## config.mk

```make
export PLATFORM = sky130hd
export DESIGN_NAME = ddr_rx_gearbox
export DESIGN_NICKNAME = d
export VERILOG_FILES = /design/src/rtl/ddr_rx_gearbox.sv
export SDC_FILE = /design/constraint.sdc
export NUM_CORES = 1
export LEC_CHECK = 0
export ABC_AREA = 1
export CORE_MARGIN = 2
export CORE_UTILIZATION = 30
export DETAILED_ROUTE_END_ITERATION = 10
export GPL_TIMING_DRIVEN = 0
export SETUP_SLACK_MARGIN = 0.1
export SKIP_LAST_GASP = 1
export SYNTH_ARGS = -nofsm -noshare
export SYNTH_HDL_FRONTEND = slang
export SYNTH_SLANG_ARGS = --single-unit
```

## constraint.sdc

```tcl
create_clock -name clk -period 3 [get_ports clk]
set_input_delay 0.6 -clock clk [delete_from_list [all_inputs] [get_ports clk]]
set_output_delay 0.6 -clock clk [all_outputs]
set_load 0.03 [all_outputs]
```

## src/rtl/ddr_rx_gearbox.sv

```systemverilog
// DDR capture, RATIO-beat packer and FWFT output FIFO with sticky overflow.
// Optional popped-word counter output when DDR_RX_STAT_EN is defined.
module ddr_rx_gearbox #(
  parameter int DW         = 8,
  parameter int RATIO      = 4,
  parameter int FIFO_DEPTH = 4
) (
  input  logic                             clk,
  input  logic                             rstn,
  input  logic                             flush,
  input  logic                             din_en,
  input  logic [DW-1:0]                    din,
  output logic [DW*RATIO-1:0]              dout,
  output logic                             dout_vld,
  input  logic                             dout_rdy,
  output logic                             overflow,
  output logic [$clog2(FIFO_DEPTH+1)-1:0]  fifo_level
`ifdef DDR_RX_STAT_EN
  ,
  output logic [15:0]                      word_cnt
`endif
);

  localparam int PAIRS = RATIO / 2;
  localparam int PW    = 2 * DW;
  localparam int WW    = DW * RATIO;
  localparam int CW    = (PAIRS > 1) ? $clog2(PAIRS) : 1;
  localparam int AW    = (FIFO_DEPTH > 1) ? $clog2(FIFO_DEPTH) : 1;
  localparam int LW    = $clog2(FIFO_DEPTH + 1);

  logic [DW-1:0] pos_q;
  logic [DW-1:0] neg_q;
  logic          en_q;
  logic [WW-1:0] packer;
  logic [CW-1:0] pair_cnt;
  logic [WW-1:0] mem [FIFO_DEPTH];
  logic [AW-1:0] wr_ptr;
  logic [AW-1:0] rd_ptr;
  logic [LW-1:0] level;

  logic [PW-1:0] pair;
  logic [WW-1:0] word_next;
  logic          last_pair;
  logic          push;
  logic          pop;
  logic          full;
  logic          push_ok;

  always_ff @(negedge clk or negedge rstn) begin
    if (!rstn) neg_q <= '0;
    else       neg_q <= din;
  end

  always_comb begin
    pair      = {neg_q, pos_q};
    word_next = packer;
    word_next[pair_cnt*PW +: PW] = pair;
    last_pair = (pair_cnt == CW'(PAIRS - 1));
    full      = (level == LW'(FIFO_DEPTH));
    push      = en_q && last_pair && !flush;
    pop       = dout_vld && dout_rdy && !flush;
    push_ok   = push && (!full || pop);
  end

  always_ff @(posedge clk or negedge rstn) begin
    if (!rstn) begin
      pos_q    <= '0;
      en_q     <= 1'b0;
      packer   <= '0;
      pair_cnt <= '0;
      wr_ptr   <= '0;
      rd_ptr   <= '0;
      level    <= '0;
      overflow <= 1'b0;
    end else if (flush) begin
      // the pair sampled at this edge is discarded along with everything else
      pos_q    <= din;
      en_q     <= 1'b0;
      packer   <= '0;
      pair_cnt <= '0;
      wr_ptr   <= '0;
      rd_ptr   <= '0;
      level    <= '0;
      overflow <= 1'b0;
    end else begin
      pos_q <= din;
      en_q  <= din_en;
      if (en_q) begin
        if (last_pair) begin
          packer   <= '0;
          pair_cnt <= '0;
        end else begin
          packer   <= word_next;
          pair_cnt <= pair_cnt + CW'(1);
        end
      end
      if (push_ok) wr_ptr <= wr_ptr + AW'(1);
      if (pop)     rd_ptr <= rd_ptr + AW'(1);
      case ({push_ok, pop})
        2'b10:   level <= level + LW'(1);
        2'b01:   level <= level - LW'(1);
        default: level <= level;
      endcase
      if (push && full && !pop) overflow <= 1'b1;
    end
  end

  always_ff @(posedge clk) begin
    if (push_ok) mem[wr_ptr] <= word_next;
  end

  assign dout_vld   = (level != '0);
  assign dout       = dout_vld ? mem[rd_ptr] : '0;
  assign fifo_level = level;

`ifdef DDR_RX_STAT_EN
  always_ff @(posedge clk or negedge rstn) begin
    if (!rstn)      word_cnt <= '0;
    else if (flush) word_cnt <= '0;
    else if (pop)   word_cnt <= word_cnt + 16'd1;
  end
`endif

endmodule

```

==> summary.md <==
| Metric | Value |
|---|---|
| Core box area | `0.0243 sq mm` |
| R2r setup slk | `0.25 ns` |
| GP Congestion | `roughly 0.80` |
| DRT antenna net count | `0` |
| Leak | `3.40 nW` |
| Arr. time, crit path | `2.18 ns` |
| Post-CTS Setup Bufs | `0` |
| HPWL Detailed | `11500 microns` |
| Top cell type's share of synthesized area | `between 50% and 60%` |
| Clk slew on worst S/H paths | `0.07 ns` |
| WS Path Type | `reg2out` |
| Critical path launch point type | `register` |
| Clock Tree Buf Depth | `2` |
| Post-synth cell types | `25` |
| CTS sink count | `approximately 190` |
| Syn Inst Count | `664` |
| Hold slack | `0.127 ns` |
| Routed vias/inst | `4.63` |
| Main synth FF type | `edfxtp_1` |
| CP Max Fanout | `10` |
| Antenna fix cells | `0` |
| Status | `finished clean` |
| Syn_area_per_cell | `11.2 sq um` |
| Top cells by area, synth | `edfxtp_1 52%, dfrtp_1 17%, nor2_1 8.0%` |
| Power per cell area | `782 mW/mm^2` |
| Slew Limit Headroom | `about half` |
| CTS root buf | `clkbuf_16` |
| Post-Syn Nets | `682` |
| Worst skew pair latency | `0.43 ns` |
| Peak supply drop | `420 uV` |
| Yosys top cell by area | `edfxtp_1` |
| Total Wirelength | `approximately 17000 microns` |
| Critical Path Start | `rd_ptr[1]$_DFFE_PN0P_` |
| Largest net degree at the start of global routing | `39` |
| Drt pass-1 iters | `5` |
| Die outline area | `approximately 0.026 sq mm` |
| Port bufs | `49` |
| Worst r2r src | `neg_q[5]$_DFF_NN0_` |
| Max-cap check violation count | `0` |
| Skew final | `0.0288 ns` |
| Worst slack, placed | `0.108 ns` |
| Setup crit end kind | `output port` |
| Die span in x | `161 microns` |
| Number of DRC markers in iteration 0 | `slightly below 400` |
| EDFF count, synth | `128` |
| Die extent in y | `161 microns` |
| # hold bufs at CTS | `0` |
| Nets | `755` |
| H-tree depth | `4` |
| Sequential share of the synthesized area | `71.4%` |
| Post-synth ARST share | `a little under a third` |
| Vias in the first global route | `4714` |
| Count leader, synth | `nor2_1` |
| Unrepaired setup endpoints after global routing | `yes` |
| IO Pins | `50` |
| Initial Util | `30.5%` |
| Tcrit/Tclk final | `92.8%` |
| Worst setup margin | `0.215 ns` |
| Required time of the critical path | `about 2.4 ns` |
| DRC violations left | `0` |
| Total number of vias | `4969` |
| Worst Tran Pin Value | `0.739 ns` |
| Post-layout min period | `2.78 ns` |
| Antenna violations before repair | `0` |
| Worst min path class | `in2async` |
| Synth cell count leaders | `158 x nor2_1, 128 x edfxtp_1, 109 x o21ai_0, 50 x dfrtp_1, 47 x nand2_1` |
| Endpoints failing setup | `0` |
| First-pass GRT wire length | `between 20000 and 30000 microns` |
| Cell area after synthesis | `0.00742 sq mm` |
| Total grt overflow | `0` |
| Max Fclk | `359 MHz` |
| Endpoints failing hold | `0` |
| Slew Viols, Final | `0` |
| GRT Util Overall | `a little over an eighth` |
| Row Count | `57` |
| P&R area growth vs syn | `20.3%` |
| Flops & latches, synth | `approximately 190` |
| Layout cells sized above 1 | `13.5%` |
| Ys Warns | `0` |
| Cts bufs inserted | `17` |
| CTS tree | `built` |
| Routed len/inst | `16.1 microns` |
==> state kept, by name (all words and copies together), names as in the netlist <==
signal / count
mem: 128
en_q: 1
rd_ptr: 2
last_pair: 1
fifo_level: 3
wr_ptr: 2
packer: 32
pos_q: 8
overflow: 1
neg_q: 8
==> critical path: stages (launching register included) <==
cell	delay [ns]
dfrtp_1	0.33
buf_2	0.17
clkinv_1	0.20
buf_2	0.26
nor2_1	0.12
o21ai_0	0.09
a21oi_1	0.18
clkdlybuf4s15_1	0.39
==> through the flow <==
| step | setup TNS, ns | power, mW | cell area (sq um) | cells | util (%) |
|---|---|---|---|---|---|
| 6_report | 0 | 6.99 | 8930 | 1074 | 36.7 |
| 5_1_grt | 0 | 7.29 | 8930 | 1074 | 36.7 |
| 3_3_place_gp | -269.50 | 4.96 | 8320 | 1037 | 34.2 |
| 3_5_place_dp | 0 | 4.98 | 8440 | 1042 | 34.7 |
| 4_1_cts | -0.175 | 7.08 | 9020 | 1074 | 37.1 |
| 2_1_floorplan | -4.28 | 4.10 | 7420 | 664 | - |
==> worst paths after layout <==
path,cells past startpoint,endpoint
max in group asynchronous,2,neg_q[5]$_DFF_NN0_
setup reg to reg,2,mem[3][13]$_DFFE_PP_
hold / removal,1,overflow$_DFFE_PN0P_
setup / recovery,7,dout[24]
min in group clk,2,packer[23]$_DFFE_PN0P_
hold reg to reg,2,packer[23]$_DFFE_PN0P_
==> metal layers <==
metal	GRT usage, %	vias up	part of all wire (%)
li1	-	2397	-
met1	18.5	2403	47
met2	20.9	148	46
met3	3.24	21	5.3
met4	5.76	0	2.3
met5	0	-	0
==> cell usage in the layout (no fill, tap or decap), types with 5 or more instances in the layout <==
cell type	n
a21oi_1	33
buf_12	5
buf_2	11
clkbuf_1	9
clkbuf_16	17
clkbuf_2	36
clkdlybuf4s50_1	16
dfrtn_1	8
dfrtp_1	50
edfxtp_1	128
inv_1	44
inv_2	5
nand2_1	47
nand3_1	24
nor2_1	154
o21ai_0	107
o21ai_1	6
==> timing repair <==
item	4_1_cts	5_1_grt
setup endpoints to repair	32	37
endpoints found under the hold margin	0	0
resized for setup	44	59
==> logic make-up after synthesis <==
logic type | after synthesis | share of synthesized area, %
AND/OR/NAND/NOR | 239 | 13.1
flip-flops | 186 | 71.4
buffers and inverters | 86 | 4.55
XOR/XNOR | 1 | 0.118
AO/OA/AOI/OAI | 147 | 9.96
adder cells (fa/ha/maj) | 5 | 0.944
==> final cells by class <==
| class | count | area [sq um] |
|---|---|---|
| buffer | 35 | 164 |
| inverter | 51 | 191 |
| clock buffer | 17 | 425 |
| fill | 2344 | 15400 |
| tap | 324 | 405 |
| clock inverter | 15 | 175 |
| sequential | 186 | 5300 |
| multi-input combinational | 392 | 1820 |
| timing repair buffer | 54 | 455 |
==> where the power goes <==
part / leakage (nW) / switching (mW) / internal, mW
Clock: 0.287 / 0.945 / 1.31
Combinational: 1.18 / 1.37 / 0.500
Sequential: 1.93 / 0.0502 / 2.81
Total: 3.40 / 2.37 / 4.62
No activity file was read; power rests on OpenSTA's default activity.
